**src/rtl/muldiv_pkg.sv**
```systemverilog
// Shared encodings for the EX-stage multiply/divide sequencer.
// Op codes, FSM states and the default datapath width.
package muldiv_pkg;

  localparam int DEFAULT_WIDTH = 32;

  typedef enum logic [1:0] {
    OP_MULT  = 2'b00,
    OP_MULTU = 2'b01,
    OP_DIV   = 2'b10,
    OP_DIVU  = 2'b11
  } op_e;

  typedef enum logic [1:0] {
    IDLE = 2'b00,
    CALC = 2'b01,
    FIX  = 2'b10
  } state_e;

endpackage

```
**src/rtl/muldiv_step.sv**
```systemverilog
// One radix-2 iteration: shift-add multiply or restoring divide.
// Divide path is built only when MULDIV_DIV_EN is defined.
module muldiv_step
  import muldiv_pkg::*;
#(
  parameter int WIDTH = DEFAULT_WIDTH
) (
  input  logic [2*WIDTH-1:0] acc_in,
  input  logic [WIDTH-1:0]   operand,
  input  logic               is_div,
  output logic [2*WIDTH-1:0] acc_out
);

  logic [WIDTH:0]     sum;
  logic [2*WIDTH-1:0] mul_next;

  // Multiply: add multiplicand on multiplier LSB, keep carry, shift right.
  always_comb begin
    sum = {1'b0, acc_in[2*WIDTH-1:WIDTH]};
    if (acc_in[0]) begin
      sum = sum + {1'b0, operand};
    end
    mul_next = {sum, acc_in[WIDTH-1:1]};
  end

`ifdef MULDIV_DIV_EN
  logic [WIDTH:0]     top;
  logic [WIDTH+1:0]   diff;
  logic [2*WIDTH-1:0] div_next;
  logic               unused_diff;

  assign unused_diff = diff[WIDTH];

  // Divide: shift rem:quo left, trial-subtract, restore on borrow.
  always_comb begin
    top  = acc_in[2*WIDTH-1:WIDTH-1];
    diff = {1'b0, top} - {2'b00, operand};
    if (diff[WIDTH+1]) begin
      div_next = {top[WIDTH-1:0], acc_in[WIDTH-2:0], 1'b0};
    end else begin
      div_next = {diff[WIDTH-1:0], acc_in[WIDTH-2:0], 1'b1};
    end
  end

  assign acc_out = is_div ? div_next : mul_next;
`else
  logic unused_is_div;

  assign unused_is_div = is_div;
  assign acc_out = mul_next;
`endif

endmodule

```
**src/rtl/ex_muldiv_sequencer.sv**
```systemverilog
// Iterative MULT/MULTU/DIV/DIVU unit beside EX, with HI/LO.
// Divide support is enabled by defining MULDIV_DIV_EN.
module ex_muldiv_sequencer
  import muldiv_pkg::*;
#(
  parameter int WIDTH = DEFAULT_WIDTH
) (
  input  logic             clk,
  input  logic             rst_n,
  input  logic             start,
  input  logic [1:0]       op,
  input  logic [WIDTH-1:0] a,
  input  logic [WIDTH-1:0] b,
  input  logic             flush,
  output logic             busy,
  output logic             done,
  output logic             div_by_zero,
  output logic [WIDTH-1:0] hi,
  output logic [WIDTH-1:0] lo
);

  localparam int CW = $clog2(WIDTH);

  state_e             state;
  logic [CW-1:0]      count;
  logic               is_div_q;
  logic               neg_q;
  logic [2*WIDTH-1:0] acc;
  logic [2*WIDTH-1:0] acc_next;
  logic [WIDTH-1:0]   opnd;

  logic               is_div;
  logic               sgn;
  logic [WIDTH-1:0]   a_mag;
  logic [WIDTH-1:0]   b_mag;
  logic [2*WIDTH-1:0] prod_fix;

`ifdef MULDIV_DIV_EN
  logic               neg_r;
  logic               dz;
  logic               b_zero;
  logic [WIDTH-1:0]   quo_fix;
  logic [WIDTH-1:0]   rem_fix;
`endif

  assign busy = (state != IDLE);

  // Decode request and take operand magnitudes.
  always_comb begin
    is_div = (op == OP_DIV) || (op == OP_DIVU);
    sgn    = (op == OP_MULT) || (op == OP_DIV);
    a_mag  = (sgn && a[WIDTH-1]) ? -a : a;
    b_mag  = (sgn && b[WIDTH-1]) ? -b : b;
  end

  // Sign fix-up of the finished accumulator.
  always_comb begin
    prod_fix = neg_q ? -acc : acc;
  end

`ifdef MULDIV_DIV_EN
  // Quotient/remainder sign fix-up and zero-divisor detect.
  always_comb begin
    b_zero  = (b == '0);
    quo_fix = neg_q ? -acc[WIDTH-1:0] : acc[WIDTH-1:0];
    rem_fix = neg_r ? -acc[2*WIDTH-1:WIDTH]
                    : acc[2*WIDTH-1:WIDTH];
  end
`else
  assign div_by_zero = 1'b0;
`endif

  muldiv_step #(
    .WIDTH(WIDTH)
  ) u_step (
    .acc_in (acc),
    .operand(opnd),
    .is_div (is_div_q),
    .acc_out(acc_next)
  );

  // FSM, iteration counter and HI/LO commit.
  always_ff @(posedge clk or negedge rst_n) begin
    if (!rst_n) begin
      state    <= IDLE;
      count    <= '0;
      is_div_q <= 1'b0;
      neg_q    <= 1'b0;
      acc      <= '0;
      opnd     <= '0;
      done     <= 1'b0;
      hi       <= '0;
      lo       <= '0;
`ifdef MULDIV_DIV_EN
      neg_r       <= 1'b0;
      dz          <= 1'b0;
      div_by_zero <= 1'b0;
`endif
    end else begin
      done <= 1'b0;
`ifdef MULDIV_DIV_EN
      div_by_zero <= 1'b0;
`endif
      if (flush) begin
        state <= IDLE;
      end else begin
        unique case (state)
          IDLE: begin
            if (start) begin
              is_div_q <= is_div;
              count    <= '0;
              neg_q    <= sgn & (a[WIDTH-1] ^ b[WIDTH-1]);
              if (is_div) begin
                acc  <= {{WIDTH{1'b0}}, a_mag};
                opnd <= b_mag;
              end else begin
                acc  <= {{WIDTH{1'b0}}, b_mag};
                opnd <= a_mag;
              end
`ifdef MULDIV_DIV_EN
              neg_r <= sgn & a[WIDTH-1];
              dz    <= is_div & b_zero;
              if (is_div && b_zero) begin
                acc   <= {a, {WIDTH{1'b0}}};
                state <= FIX;
              end else begin
                state <= CALC;
              end
`else
              state <= is_div ? FIX : CALC;
`endif
            end
          end
          CALC: begin
            acc   <= acc_next;
            count <= count + 1'b1;
            if (count == CW'(WIDTH - 1)) begin
              state <= FIX;
            end
          end
          FIX: begin
            state <= IDLE;
            done  <= 1'b1;
            if (!is_div_q) begin
              {hi, lo} <= prod_fix;
            end
`ifdef MULDIV_DIV_EN
            else if (dz) begin
              hi          <= acc[2*WIDTH-1:WIDTH];
              lo          <= '1;
              div_by_zero <= 1'b1;
            end else begin
              hi <= rem_fix;
              lo <= quo_fix;
            end
`endif
          end
          default: state <= IDLE;
        endcase
      end
    end
  end

endmodule

```
**config.mk**
```make
export PLATFORM = sky130hd
export DESIGN_NAME = ex_muldiv_sequencer
export DESIGN_NICKNAME = d
export VERILOG_FILES = /design/src/rtl/muldiv_pkg.sv /design/src/rtl/muldiv_step.sv /design/src/rtl/ex_muldiv_sequencer.sv
export SDC_FILE = /design/constraint.sdc
export NUM_CORES = 1
export LEC_CHECK = 0
export CAP_MARGIN = 20
export CORE_ASPECT_RATIO = 0.75
export CORE_MARGIN = 4
export CORE_UTILIZATION = 35
export CTS_CLUSTER_SIZE = 40
export DETAILED_ROUTE_END_ITERATION = 6
export PLACE_DENSITY = 0.65
export SLEW_MARGIN = 25
export SYNTH_ARGS = -nofsm -noshare
export SYNTH_HDL_FRONTEND = slang
export SYNTH_HIERARCHICAL = 1
export SYNTH_SLANG_ARGS = --single-unit
```
**constraint.sdc**
```tcl
create_clock -name clk -period 2.8 [get_ports clk]
set_input_delay 0.28 -clock clk [delete_from_list [all_inputs] [get_ports clk]]
set_output_delay 0.28 -clock clk [all_outputs]
set_load 0.02 [all_outputs]
```
[Word-level counts from Yosys, hierarchy flattened]
Cells that the tools add are included.
Storage, ports and cells
  register bits: 170
  latch bits: 0
  bits in writable memories: 0
  ROM bits: 0
  output and inout port bits: 67
  word-level logic and storage cells: 55
  memories: 0
Operators by class
  add/sub/neg operators: 5
  multiply operators: 0
  div/mod/pow operators: 0
  order comparisons: 0
  equal/unequal tests: 8
  shift-type cells: 0
  mux-type cells: 17
  bitwise gates (word level): 4
  reduce and logical (&&, ||, !) cells: 12
Operator list (number)
  $mux W32: 4
  $mux W64: 2
  $pmux W64 S2: 1
  $neg A32 Y32: 2
  $neg A64 Y64: 1
  $add A32 B32 Y33: 1
  $mux W33: 1
  $pmux W5 S2: 1
  $reduce_and A3 Y1: 3
  $mux W2: 4
  $eq A2 B2 Y1 const B: 3
  $ne A3 B3 Y1 const B: 2
  $add A5 B1 Y5 const B: 1
  $eq A5 B5 Y1 const B: 1
  $mux W5: 1
  $logic_not A2 Y1: 2
  $pmux W2 S2: 1
  $reduce_bool A2 Y1: 2
  $eq A2 B1 Y1 const B: 1
  $logic_and A1 B1 Y1: 2
  $logic_or A1 B1 Y1: 2
  $mux W1: 2
  $ne A2 B2 Y1 const B: 1
  $not A1 Y1: 2
  3 further kinds: 3

[Longest topological paths before layout]
  depth in word-level cells: 7
  depth in mapped cells: 9
  gate-level depth less buffers: 9

[Cells and area by module]
Netlist, hierarchy kept.
Modules (own cells, without submodules)
  ex_muldiv_sequencer: times used 1, cells each 1092, area each 9935.8 µm², seq. area each 4254.1 µm²
  muldiv_step: times used 1, cells each 367, area each 2560.0 µm², seq. area each 0.0 µm²

[Worst setup path after synthesis]
OpenSTA, ideal clock, no wires.
  path kind: register to register
  start: register acc[32]
  end: register acc[45]
  arrival: 2679 ps
  data required time: 2679 ps
  path slack: 0 ps
  cell stages (with the launch flop): 10
  cells stage by stage: dfrtp_1 ha_1 fa_1 a21o_1 a221oi_4 a211oi_2 a211o_4 xor2_1 mux2_4 a22o_1
Between the ends
  word-level cells in the longest chain between the ends: 3
Ends and longest elaborated chain
  start: declaration: RTL line ex_muldiv_sequencer.sv:28  | logic [2*WIDTH-1:0] acc;
  start signal: assignment: RTL line ex_muldiv_sequencer.sv:114  | acc <= {{WIDTH{1'b0}}, a_mag};
  start signal: assignment: RTL line ex_muldiv_sequencer.sv:117  | acc <= {{WIDTH{1'b0}}, b_mag};
  start signal: assignment: RTL line ex_muldiv_sequencer.sv:135  | acc <= acc_next;
  $add A32 B32 Y33: RTL line muldiv_step.sv:21  | sum = sum + {1'b0, operand};
  $mux W33: RTL line muldiv_step.sv:20  | if (acc_in[0]) begin
  named net acc_next[45]: RTL line ex_muldiv_sequencer.sv:29  | logic [2*WIDTH-1:0] acc_next;
  $pmux W64 S2: RTL line ex_muldiv_sequencer.sv:107  | unique case (state)
The timed path passes the listed nets, and every way through them passes these cells.
A chain may end at the register's enable or synchronous reset.

[Final worst setup path]
  start: register opnd[10]
  end: register acc[59]
Between the ends
  word-level cells in the longest chain between the ends: 3
Ends and longest elaborated chain
  start: declaration: RTL line ex_muldiv_sequencer.sv:30  | logic [WIDTH-1:0] opnd;
  start signal: assignment: RTL line ex_muldiv_sequencer.sv:115  | opnd <= b_mag;
  start signal: assignment: RTL line ex_muldiv_sequencer.sv:118  | opnd <= a_mag;
  $add A32 B32 Y33: RTL line muldiv_step.sv:21
  $mux W33: RTL line muldiv_step.sv:20
  named net acc_next[59]: RTL line ex_muldiv_sequencer.sv:29
  $pmux W64 S2: RTL line ex_muldiv_sequencer.sv:107
The timed path passes the listed nets, and every way through them passes these cells.

==> flow_summary.ini <==
[critical_path]
path_depth = 8
max_stage_delay_ns = 0.50
critPathLaunchType = register
end_kind = register
path_max_fanout = 7
crit_slowest_cell = dfrtp_1
path_buf_inv = 0
crit_start = opnd[10]$_DFFE_PN0P_
endpoint = acc[59]$_DFFE_PN0P_
crit_type = reg -> reg
reg2regPathDepth = 8
r2r-start = opnd[10]$_DFFE_PN0P_
critPathTopFamily = simple AND/OR/NAND/NOR gates
arrival_ns = 3.05
crit_required_ns = 3.14
timing.rr.end = acc[59]$_DFFE_PN0P_
path_cells = ha_2 -> and4_1 -> nand2_1 -> o21ai_2 -> nand4_1 -> o211a_1 -> or3_1 -> a22o_1
reg2reg_setup_slack_ns = 0.09

[global_routing]
grt_overflow_total = 0
grt_pass1_wl_um = 68900
groute.usage.overall_pct = 23.1
antenna_found_initial = 3
grt_max_degree = 91
grt_pass1_vias = 11200

[clocking]
cts_max_level = 4
cts.sinks = 170
clock_path_buffers = 2
cts_made_buffers = 17
cts_root_buf = clkbuf_16
path_clk_slew_ns = 0.07
tritoncts = done
clkLatencyLatePin_ns = 0.44

[route]
met3WireLength_um = 4660
num_vias = 12300
drt-initial-drc-count = 1549
top_layer_used = met5
post_drt_wl_per_cell_um = 21.5
ant_nets = 0
routed_wl_um = 45600
avgViaCountPerCell = 5.81
route.met2.wl_um = 18200
drc = 0
wl_met1_um = 21900
drtPass1Iterations = 7

[yosys]
postSynthNetCount = 1567
synth_area_um2 = 12500
syn_inst = 1459
synth_flop_cell = dfrtp_1
async_flop_share_pct = 100
yosys_register_bits = 170
yosys.area.top_type = dfrtp_1
synth_warnings = 6
synth-edff-count = 0
synth_cell_types = 89
synth.area.top_cells = dfrtp_1 (34%), xor2_1 (6.7%), o21ai_0 (5.2%)
yosysTopAreaCellShare_pct = 34.0
synth.yosys.seq_area_share_pct = 34.0
syn_area_per_cell_um2 = 8.56

[sta]
skew_ns = 0.0126
hold_viol = 0
rsz0062_at_grt = false
fmax_ghz = 0.368
hold_ws_ns = 0.396
fin_setup_tns_ns = 0
finalMaxSlewViolations = 0
tightestPinTransition_ns = 0.928
post-route-period-util_pct = 96.9
fin_crit_ns = 2.71
setup_viol = 0
maxSlewHeadroom_pct = 38.1
fin_ws_ns = 0.0856

[placed_design]
dpl-instance-area_um2 = 15100
hpwl_um = 35900
place.gp.congestion = 0.977
pre_cts_ws_ns = 0.0232
io_buffers = 135

[power]
p_leak_nw = 6.67
ir_drop_uv = 470
p_per_area_nw_per_um2 = 673

[cells_and_area]
final_nets = 1756
fin_area_um2 = 15700
area_growth_syn_to_layout_pct = 25.8
fillers = 3458
drive_above_1_share_pct = 15.9
post-route-util_pct = 44.9
antenna_cells = 0

[hold_path]
hold_path.class = in -> reg

[floorplanning]
start_util_pct = 35.7
core_area_um2 = 35000
dieWidth_um = 226
top_level_ports = 137
die_h_um = 172
die-area_um2 = 38800
row_count = 59

[flow_run]
maxCapViolations = 0

[outcome]
outcome = finished clean
-- through the flow --
| stage | instances | total power [mW] |
|---|---|---|
| final | 2118 | 10.6 |
| after global routing | 2118 | 11.2 |
| after CTS | 2118 | 10.6 |
| after detailed placement | 2085 | 8.08 |
| after global placement | 2085 | 8.00 |
| after floorplan | 1459 | 6.06 |
-- per-layer routing --
layer / track usage [%] / vias to the layer above
met5: 0 / -
met1: 36.1 / 5922
met2: 31.5 / 591
met3: 6.31 / 57
li1: - / 5725
met4: 4.37 / 2
-- layout make-up --
cell class | instances | area (um^2) | share of cell area, %
multi-input cells | 1145 | 7630 | 48.5
flip-flops and latches | 170 | 4260 | 27.1
repair buffers | 290 | 2580 | 16.4
well taps | 457 | 572 | 3.64
clock buffers | 24 | 492 | 3.13
clock inverters | 8 | 108 | 0.685
inverters | 24 | 90.1 | 0.573
-- registers in the layout, summed over array words and instances (netlist names) --
signal / flops
done: 1
is_div_q: 1
lo: 32
hi: 32
opnd: 32
acc: 64
count: 5
neg_q: 1
state: 2
-- report_power, final --
group / switching (mW) / leakage, nW / internal, mW / total (mW)
Sequential: 0.561 / 2.18 / 3.06 / 3.62
Combinational: 2.54 / 4.20 / 1.96 / 4.50
Clock: 1.04 / 0.291 / 1.42 / 2.46
Total: 4.15 / 6.67 / 6.43 / 10.6
-- cells by family (layout without fill, tap and decap cells) --
group / after synthesis / in the layout / synth area share, %
AO/OA/AOI/OAI: 468 / 468 / 25.1
XOR/XNOR: 139 / 139 / 9.74
adder cells (fa/ha/maj): 38 / 38 / 3.86
buffers and inverters: 144 / 346 / 5.36
flip-flops: 170 / 170 / 34.0
multiplexers: 37 / 37 / 3.20
other: 1 / 1 / 0.0300
AND/OR/NAND/NOR: 462 / 462 / 18.7
-- Yosys cell counts (9+ instances only) --
master and n:
o21bai_1 9, ha_1 37, nor2_1 96, a22o_1 36, o41ai_1 9, o221ai_1 14, or3_1 15, xor2_1 95
o21ai_1 18, o41ai_2 10, clkbuf_1 74, inv_1 23, nand3_1 27, o21a_1 11, o211ai_1 15, o21ai_0 130
nand4_1 20, and3_1 13, dfrtp_1 170, o31ai_1 29, a21o_1 10, nand2_1 173, nand2b_1 9, a31oi_1 18
o22ai_1 11, nor2b_1 9, mux2i_1 16, buf_4 32, mux2_2 20, nor4_1 16, a21oi_1 96, nor3_1 32
xnor2_1 44
-- worst min path at each step --
| stage | cells past startpoint | from | endpoint | slack [ns] |
|---|---|---|---|---|
| 2_1_floorplan | 0 | rst_n | acc[0]$_DFFE_PN0P_ | -0.02 |
| 3_3_place_gp | 1 | rst_n | hi[18]$_DFFE_PN0P_ | 0.35 |
| 3_5_place_dp | 1 | rst_n | hi[18]$_DFFE_PN0P_ | 0.34 |
| 4_1_cts | 4 | op[1] | opnd[29]$_DFFE_PN0P_ | 0.38 |
| 5_1_grt | 4 | op[1] | opnd[29]$_DFFE_PN0P_ | 0.41 |
| 6_report | 4 | op[1] | acc[13]$_DFFE_PN0P_ | 0.40 |
-- worst register-to-register path: stages (launching register included) --
cell     delay, ns
dfrtp_1       0.50
ha_2          0.45
and4_1        0.31
nand2_1       0.09
o21ai_2       0.33
nand4_1       0.18
o211a_1       0.18
or3_1         0.36
a22o_1        0.21
-- cells in the final DEF (no fill, tap or decap), types with 13 or more instances in the layout --
cell,count
a21oi_1,96
a22o_1,36
a31oi_1,18
and3_1,13
buf_4,149
clkbuf_16,17
clkdlybuf4s50_1,133
dfrtp_1,169
ha_1,35
inv_1,23
mux2_2,20
mux2i_1,16
nand2_1,173
nand3_1,27
nand4_1,20
nor2_1,95
nor3_1,31
nor4_1,16
o211ai_1,15
o21ai_0,130
o21ai_1,16
o221ai_1,14
o31ai_1,29
or3_1,15
xnor2_1,44
xor2_1,95
-- what timing repair did --
action	in CTS	in global routing
hold buffers	1	0
resized for setup	0	7
setup buffers	0	0
setup endpoints to repair	0	12
hold endpoints to repair	61	0
Note: power is estimated with default switching activity, not from simulation.
==> RTL change: new RTL, same flow settings <==
Add a define of `MULDIV_DIV_EN`.
--- a/src/rtl/muldiv_step.sv
+++ b/src/rtl/muldiv_step.sv
@@ -1,4 +1,6 @@
 // One radix-2 iteration: shift-add multiply or restoring divide.
 // Divide path is built only when MULDIV_DIV_EN is defined.
+`define MULDIV_DIV_EN
+
 module muldiv_step
   import muldiv_pkg::*;
Check against the original RTL: not equivalent (a bounded check fails within 4 cycles, from zero or initial values and one cycle with rst_n low).
==> RTL change against the unedited design <==
The flow now finishes with violations (setup timing); setup slack worse by 610 ps; sequential cell count up 3; routed wire length up 45%; highest routed layer is now met4; synthesized cell count up 35%; via count up 41%; synthesized area up 23%; first-iteration DRC count up 16%; final area up 39%.
Power is not compared: it rests on default switching activity, and its combinational part moved more than twofold at a synthesized area within 25%.
==> RTL change: results (changes against the unedited design) <==
Clocking
  • Setup bufs post-CTS: 11 (+11)
  • Clock latency on the worst-skew pair: 460 ps (+20 ps)
  • Number of cells upsized or downsized after cts: 79 (+79)

GRT
  • Global routing usage on met3: 0.0861 (+0.0230)
  • Pin count of the biggest net entering global routing: 63 (-31%)
  • Number of antenna violations at the first check in global routing: 0 (-3)
  • Global Route met1 Usage: 0.379 (+0.0181)
  • Met2 track utilization from global routing: 0.400 (+0.0853)

Critical path
  • Cell family contributing the most delay on the critical path: compound AO/OA/AOI/OAI gates
  • Top fanout value on the critical path: 2 (-5)
  • Origin of the worst setup path: opnd[0]$_DFFE_PN0P_

Finish
  • Filler Cells Inserted: 4150 (+20%)
  • Net count reported at finish: 2559 (+46%)
  • Fraction of layout instances using a drive strength above 1: 0.272 (+0.113)

Placed design
  • Placed inst area: 0.0202 mm2 (+34%)
  • RePlAce Congestion: 0.976 (about the same)
  • Worst slack after detailed placement: -709 ps (-732 ps)
  • Count of placed standard cells including taps: 2951 (+42%)

Logic synthesis
  • Number of library cell types mapped by synthesis: 87 (-2.2%)
  • Post-synthesis sequential area ratio: 0.282 (-0.0585)
  • Adder and majority gate portion of the synthesized area: 0.0597 (+0.0210)
  • Most instantiated cells after synthesis: 221 x sky130_fd_sc_hd__nor2_1, 208 x sky130_fd_sc_hd__nand2_1, 189 x sky130_fd_sc_hd__a21oi_1

Detailed routing
  • Met3 routed wirelength: 7.56 mm (+62%)
  • Detailed-routing iteration count for the pre-antenna-repair pass: 5 (-2)
  • Avg Vias per Cell: 5.77 (-0.59%)

Outcome
  • Failing checks: setup timing
  • Status: complete, but fails checks

Timing
  • Post-route worst setup slack: -523 ps (-608 ps)
  • Setup violations, final: 33 (+33)
## RTL change: layout make-up
type,count,share of cell area
inverters,68,0.0116
clock inverters,14,0.00582
clock buffers,18,0.0196
flip-flops and latches,173,0.198
well taps,578,0.0330
multi-input cells,1607,0.513
repair buffers,550,0.219
## RTL change: worst paths after layout
check / endpoint / cells after the start / slack [ps]
min in group asynchronous: hi[31]$_DFFE_PN0P_ / 2 / 370
worst max-delay path: acc[60]$_DFFE_PN0P_ / 13 / -520
worst min-delay path: opnd[20]$_DFFE_PN0P_ / 2 / 260
max in group asynchronous: lo[20]$_DFFE_PN0P_ / 3 / 1690
worst min register to register: hi[7]$_DFFE_PN0P_ / 2 / 480
worst max register to register: acc[60]$_DFFE_PN0P_ / 13 / -520
## RTL change: power by group
part / switching (mW) / internal, mW / total (mW)
clock network: 1.22 / 1.17 / 2.40
registers: 0.422 / 2.87 / 3.30
logic: 6.80 / 5.78 / 12.6
total: 8.44 / 9.82 / 18.3
